File: src/rtl/dmem_port_arbiter.sv
// Round-robin arbiter sharing data-memory port A between two cores.
// Each access runs IDLE -> ISSUE (memory driven) -> RESP (completion pulse).
module dmem_port_arbiter #(
    parameter int DATA_W    = 32,
    parameter bit FIRST_PRI = 1'b0
) (
    input  logic              Clk,
    input  logic              Reset,
    input  logic              C0_Req,
    input  logic              C0_Write,
    input  logic [DATA_W-1:0] C0_Address,
    input  logic [DATA_W-1:0] C0_WriteData,
    output logic              C0_Stall,
    output logic              C0_Valid,
    output logic [DATA_W-1:0] C0_ReadData,
    input  logic              C1_Req,
    input  logic              C1_Write,
    input  logic [DATA_W-1:0] C1_Address,
    input  logic [DATA_W-1:0] C1_WriteData,
    output logic              C1_Stall,
    output logic              C1_Valid,
    output logic [DATA_W-1:0] C1_ReadData,
    output logic [DATA_W-1:0] Mem_Address,
    output logic [DATA_W-1:0] Mem_WriteData,
    output logic              Mem_MemWrite,
    output logic              Mem_MemRead,
    input  logic [DATA_W-1:0] Mem_ReadData,
    output logic              Busy,
    output logic [1:0]        Dbg_State
);

    // Handshake: a core holds Req (and its address/data) stable until it sees
    // its Valid pulse; the core advances on the rising edge that ends Valid.
    typedef enum logic [1:0] {
        IDLE  = 2'd0,
        ISSUE = 2'd1,
        RESP  = 2'd2
    } state_t;

    state_t            state_q, state_d;
    logic              owner_q, owner_d;
    logic              last_q, last_d;
    logic              write_q, write_d;
    logic [DATA_W-1:0] addr_q, addr_d;
    logic [DATA_W-1:0] wdata_q, wdata_d;
    logic [DATA_W-1:0] c0_rdata_q, c0_rdata_d;
    logic [DATA_W-1:0] c1_rdata_q, c1_rdata_d;
    logic              grant;

    // Core 1 wins when alone, or on a tie when core 0 was granted last.
    assign grant = C1_Req & (~C0_Req | ~last_q);

    always_comb begin
        state_d    = state_q;
        owner_d    = owner_q;
        last_d     = last_q;
        write_d    = write_q;
        addr_d     = addr_q;
        wdata_d    = wdata_q;
        c0_rdata_d = c0_rdata_q;
        c1_rdata_d = c1_rdata_q;
        case (state_q)
            IDLE: begin
                if (C0_Req || C1_Req) begin
                    owner_d = grant;
                    write_d = grant ? C1_Write     : C0_Write;
                    addr_d  = grant ? C1_Address   : C0_Address;
                    wdata_d = grant ? C1_WriteData : C0_WriteData;
                    state_d = ISSUE;
                end
            end
            ISSUE: begin
                if (!write_q) begin
                    if (owner_q) c1_rdata_d = Mem_ReadData;
                    else         c0_rdata_d = Mem_ReadData;
                end
                state_d = RESP;
            end
            RESP: begin
                last_d  = owner_q;
                state_d = IDLE;
            end
            default: state_d = IDLE;
        endcase
    end

    always_ff @(posedge Clk or posedge Reset) begin
        if (Reset) begin
            state_q    <= IDLE;
            owner_q    <= 1'b0;
            last_q     <= ~FIRST_PRI;
            write_q    <= 1'b0;
            addr_q     <= '0;
            wdata_q    <= '0;
            c0_rdata_q <= '0;
            c1_rdata_q <= '0;
        end else begin
            state_q    <= state_d;
            owner_q    <= owner_d;
            last_q     <= last_d;
            write_q    <= write_d;
            addr_q     <= addr_d;
            wdata_q    <= wdata_d;
            c0_rdata_q <= c0_rdata_d;
            c1_rdata_q <= c1_rdata_d;
        end
    end

    // Address/data registers only change on a grant, so they hold outside ISSUE.
    assign Mem_Address   = addr_q;
    assign Mem_WriteData = wdata_q;
    assign Mem_MemWrite  = (state_q == ISSUE) &  write_q;
    assign Mem_MemRead   = (state_q == ISSUE) & ~write_q;

    assign C0_Valid    = (state_q == RESP) & ~owner_q;
    assign C1_Valid    = (state_q == RESP) &  owner_q;
    assign C0_Stall    = C0_Req & ~C0_Valid;
    assign C1_Stall    = C1_Req & ~C1_Valid;
    assign C0_ReadData = c0_rdata_q;
    assign C1_ReadData = c1_rdata_q;
    assign Busy        = (state_q != IDLE);
    assign Dbg_State   = state_q;

endmodule

File: config.mk
export PLATFORM = sky130hd
export DESIGN_NAME = dmem_port_arbiter
export DESIGN_NICKNAME = d
export VERILOG_FILES = /design/src/rtl/dmem_port_arbiter.sv
export SDC_FILE = /design/constraint.sdc
export NUM_CORES = 1
export LEC_CHECK = 0
export BUFFER_PORTS_ARGS = -buffer_cell sky130_fd_sc_hd__buf_2
export CAP_MARGIN = 30
export CORE_UTILIZATION = 35
export DETAILED_ROUTE_END_ITERATION = 8
export GPL_TIMING_DRIVEN = 0
export PLACE_DENSITY = 0.7
export SYNTH_ARGS = -nofsm -noshare
export SYNTH_HDL_FRONTEND = slang
export SYNTH_SLANG_ARGS = --single-unit
File: constraint.sdc
create_clock -name Clk -period 5.5 [get_ports Clk]
set_clock_uncertainty 0.1 [all_clocks]
set_input_delay 0.825 -clock Clk [delete_from_list [all_inputs] [get_ports Clk]]
set_output_delay 0.825 -clock Clk [all_outputs]
set_load 0.01 [all_outputs]
==> impl_metrics.env <==
export IMPL_crit_required_ns=4.58
export IMPL_syn_cell_area_um2=6110
export IMPL_total_leakage_power_uw=0.00433
export IMPL_drt_vias_per_instance=4.55
export IMPL_core_um2=16800
export IMPL_cts_root_buffer="clkbuf_16"
export IMPL_yosysWarningCount=0
export IMPL_die_y_um=134
export IMPL_clock_sinks=133
export IMPL_dr_pass1_iters=4
export IMPL_num_io_pins=303
export IMPL_synth_edf_count=0
export IMPL_antenna_found_initial=1
export IMPL_critPathCaptureType="output port"
export IMPL_dpl_worst_slack_ns=3.13
export IMPL_rsz0062_at_grt="no"
export IMPL_worst_ep_arrival_time_ns=1.35
export IMPL_ys_ff_latch=133
export IMPL_drc=0
export IMPL_fin_util_pct=50.6
export IMPL_cts_max_level=4
export IMPL_rows=47
export IMPL_fillerInstances=1495
export IMPL_fin_crit_ns=2.28
export IMPL_wl_per_cell_um=16.4
export IMPL_wl_um=15100
export IMPL_drt_iter0_markers=99
export IMPL_hold_path_class="input port to asynchronous set/reset pin"
export IMPL_gp_congestion=0.788
export IMPL_avgSynthCellArea_um2=16.6
export IMPL_grt_pass1_wl_um=23700
export IMPL_die_w_um=134
export IMPL_final_nets=857
export IMPL_dr_wl_met3_um=882
export IMPL_clock_path_buffers=2
export IMPL_wl_met1_um=6080
export IMPL_cts_tree="done"
export IMPL_tightestPinTransition_ns=0.515
export IMPL_startpoint_type="flop"
export IMPL_ys_flop_type="dfrtp_1"
export IMPL_synthArstFlopShare_pct=100
export IMPL_hold_ws_ns=0.354
export IMPL_clk_latency_ns=0.41
export IMPL_drtAntennaViolNets=0
export IMPL_grt_max_degree=82
export IMPL_grt_overflow_total=0
export IMPL_synth_seq_area_share_pct=54.5
export IMPL_setup_viol=0
export IMPL_first_global_vias=4628
export IMPL_final_common_cell="buf_2"
export IMPL_critPathKind="flop to output port"
export IMPL_synth_cell_types=21
export IMPL_syn_inst=369
export IMPL_dieArea_um2=18000
export IMPL_cts_setup_buffers=0
export IMPL_portBuffers=302
export IMPL_syn_num_nets=535
export IMPL_timing_final_ws_setup_ns=3.22
export IMPL_status="completed"
export IMPL_routed_top_layer="met4"
export IMPL_cts_resized=0
export IMPL_drive_gt1_share_pct=78.1
export IMPL_relSlewSlack_pct=65.7
export IMPL_mostFrequentLayoutCells="buf_2 (306), dfrtp_1 (132), mux2_2 (112), mux2_4 (78), clkbuf_16 (17)"
export IMPL_via_count=4209
export IMPL_p_per_area_nw_per_um2=578
export IMPL_max_cap_violations=0
export IMPL_hold_viol=0
export IMPL_slew_violations=0
export IMPL_area_delta_synth_final_pct=39.3
export IMPL_fmax_mhz=439
export IMPL_wl_met2_um=7840
export IMPL_cts_hold_buf=0
export IMPL_irDropWorstVdd_mv=0.244
export IMPL_crit_fanout=6
export IMPL_hpwl_um=11700
export IMPL_grt_usage_pct=17.2
export IMPL_fin_crit_sh_pct=41.4
export IMPL_numCtsBuffers=17
export IMPL_clkSlewWorstSetupHoldPaths_ns=0.06
export IMPL_initial_core_util_pct=36.3
==> worst max-delay path, stage by stage (launching register included) <==
cell	delay (ns)
dfrtp_1	0.42
nand3b_1	0.21
and2_1	0.18
buf_2	0.14
==> synthesized netlist by cell type, types with 2 or more instances <==
master    number  share of area [%]
nor2b_1        3               0.31
buf_6          9                1.7
mux2_1         4               0.74
dfrtp_1      132                 54
buf_2          4               0.33
mux2_2       112                 21
mux2_4        78                 19
clkbuf_2       2               0.16
and2_1         3               0.31
nor2_1         3               0.18
buf_4          7               0.86
inv_1          2               0.12
nand2_1        2               0.12
==> worst paths after layout <==
kind | from | end | slack (ns) | cells past startpoint
max in group asynchronous | Reset | Mem_WriteData[20]$_DFFE_PP0P_ | 4.18 | 3
setup / recovery | Dbg_State[0]$_DFFE_PP0P_ | C1_Stall | 3.22 | 3
setup reg to reg | Dbg_State[1]$_DFFE_PP0P_ | C0_ReadData[5]$_DFFE_PP0P_ | 3.51 | 5
min in group Clk | last_q$_DFFE_PP1N_ | last_q$_DFFE_PP1N_ | 0.38 | 2
hold reg to reg | last_q$_DFFE_PP1N_ | last_q$_DFFE_PP1N_ | 0.38 | 2
hold / removal | Reset | Mem_Address[24]$_DFFE_PP0P_ | 0.35 | 2
==> final cells by class <==
class	count	area, µm²	area share (%)
sequential	133	3330	39.1
multi-input combinational	212	2590	30.4
timing repair buffer	303	1540	18.1
clock buffer	18	429	5.04
tap	220	275	3.23
buffer	22	184	2.16
clock inverter	14	150	1.76
inverter	2	12.5	0.147
antenna	1	2.50	0.0294
==> registers in the layout, indices dropped and copies added (netlist names) <==
name / flops
C0_ReadData: 32
C1_ReadData: 32
Dbg_State: 2
Mem_Address: 32
Mem_WriteData: 32
last_q: 1
owner_q: 1
write_q: 1
==> metal layers <==
| metal | GRT usage (%) | vias to the layer above |
|---|---|---|
| met1 | 19.6 | 2033 |
| met5 | 0 | - |
| met3 | 4.12 | 26 |
| met4 | 7.62 | 0 |
| li1 | - | 1973 |
| met2 | 30.5 | 177 |
==> power breakdown <==
part	leakage, µW	internal (µW)	switching (µW)
Sequential	0.00157	1490	262
Clock	0.000277	671	439
Combinational	0.00248	1150	911
==> through the flow <==
| stage | power [µW] | setup TNS [ns] | cell area (µm²) | instances |
|---|---|---|---|---|
| CTS | 4990 | 0 | 8510 | 924 |
| global placement | 3780 | -41.07 | 7900 | 891 |
| floorplan | 3040 | 0 | 6110 | 369 |
| detailed placement | 3860 | 0 | 7930 | 892 |
| finish | 4920 | 0 | 8510 | 925 |
| global route | 5210 | 0 | 8510 | 925 |
==> kinds of logic (layout without fill, tap and decap cells) <==
group,after synthesis,in the layout,share of synthesized area [%]
other,0,1,0
buffers and inverters,24,359,3.13
muxes,194,194,40.5
AOI/OAI and AO/OA,3,3,0.369
DFF,133,133,54.5
and+or+nand+nor,15,15,1.45
No activity file was read; power rests on OpenSTA's default activity.
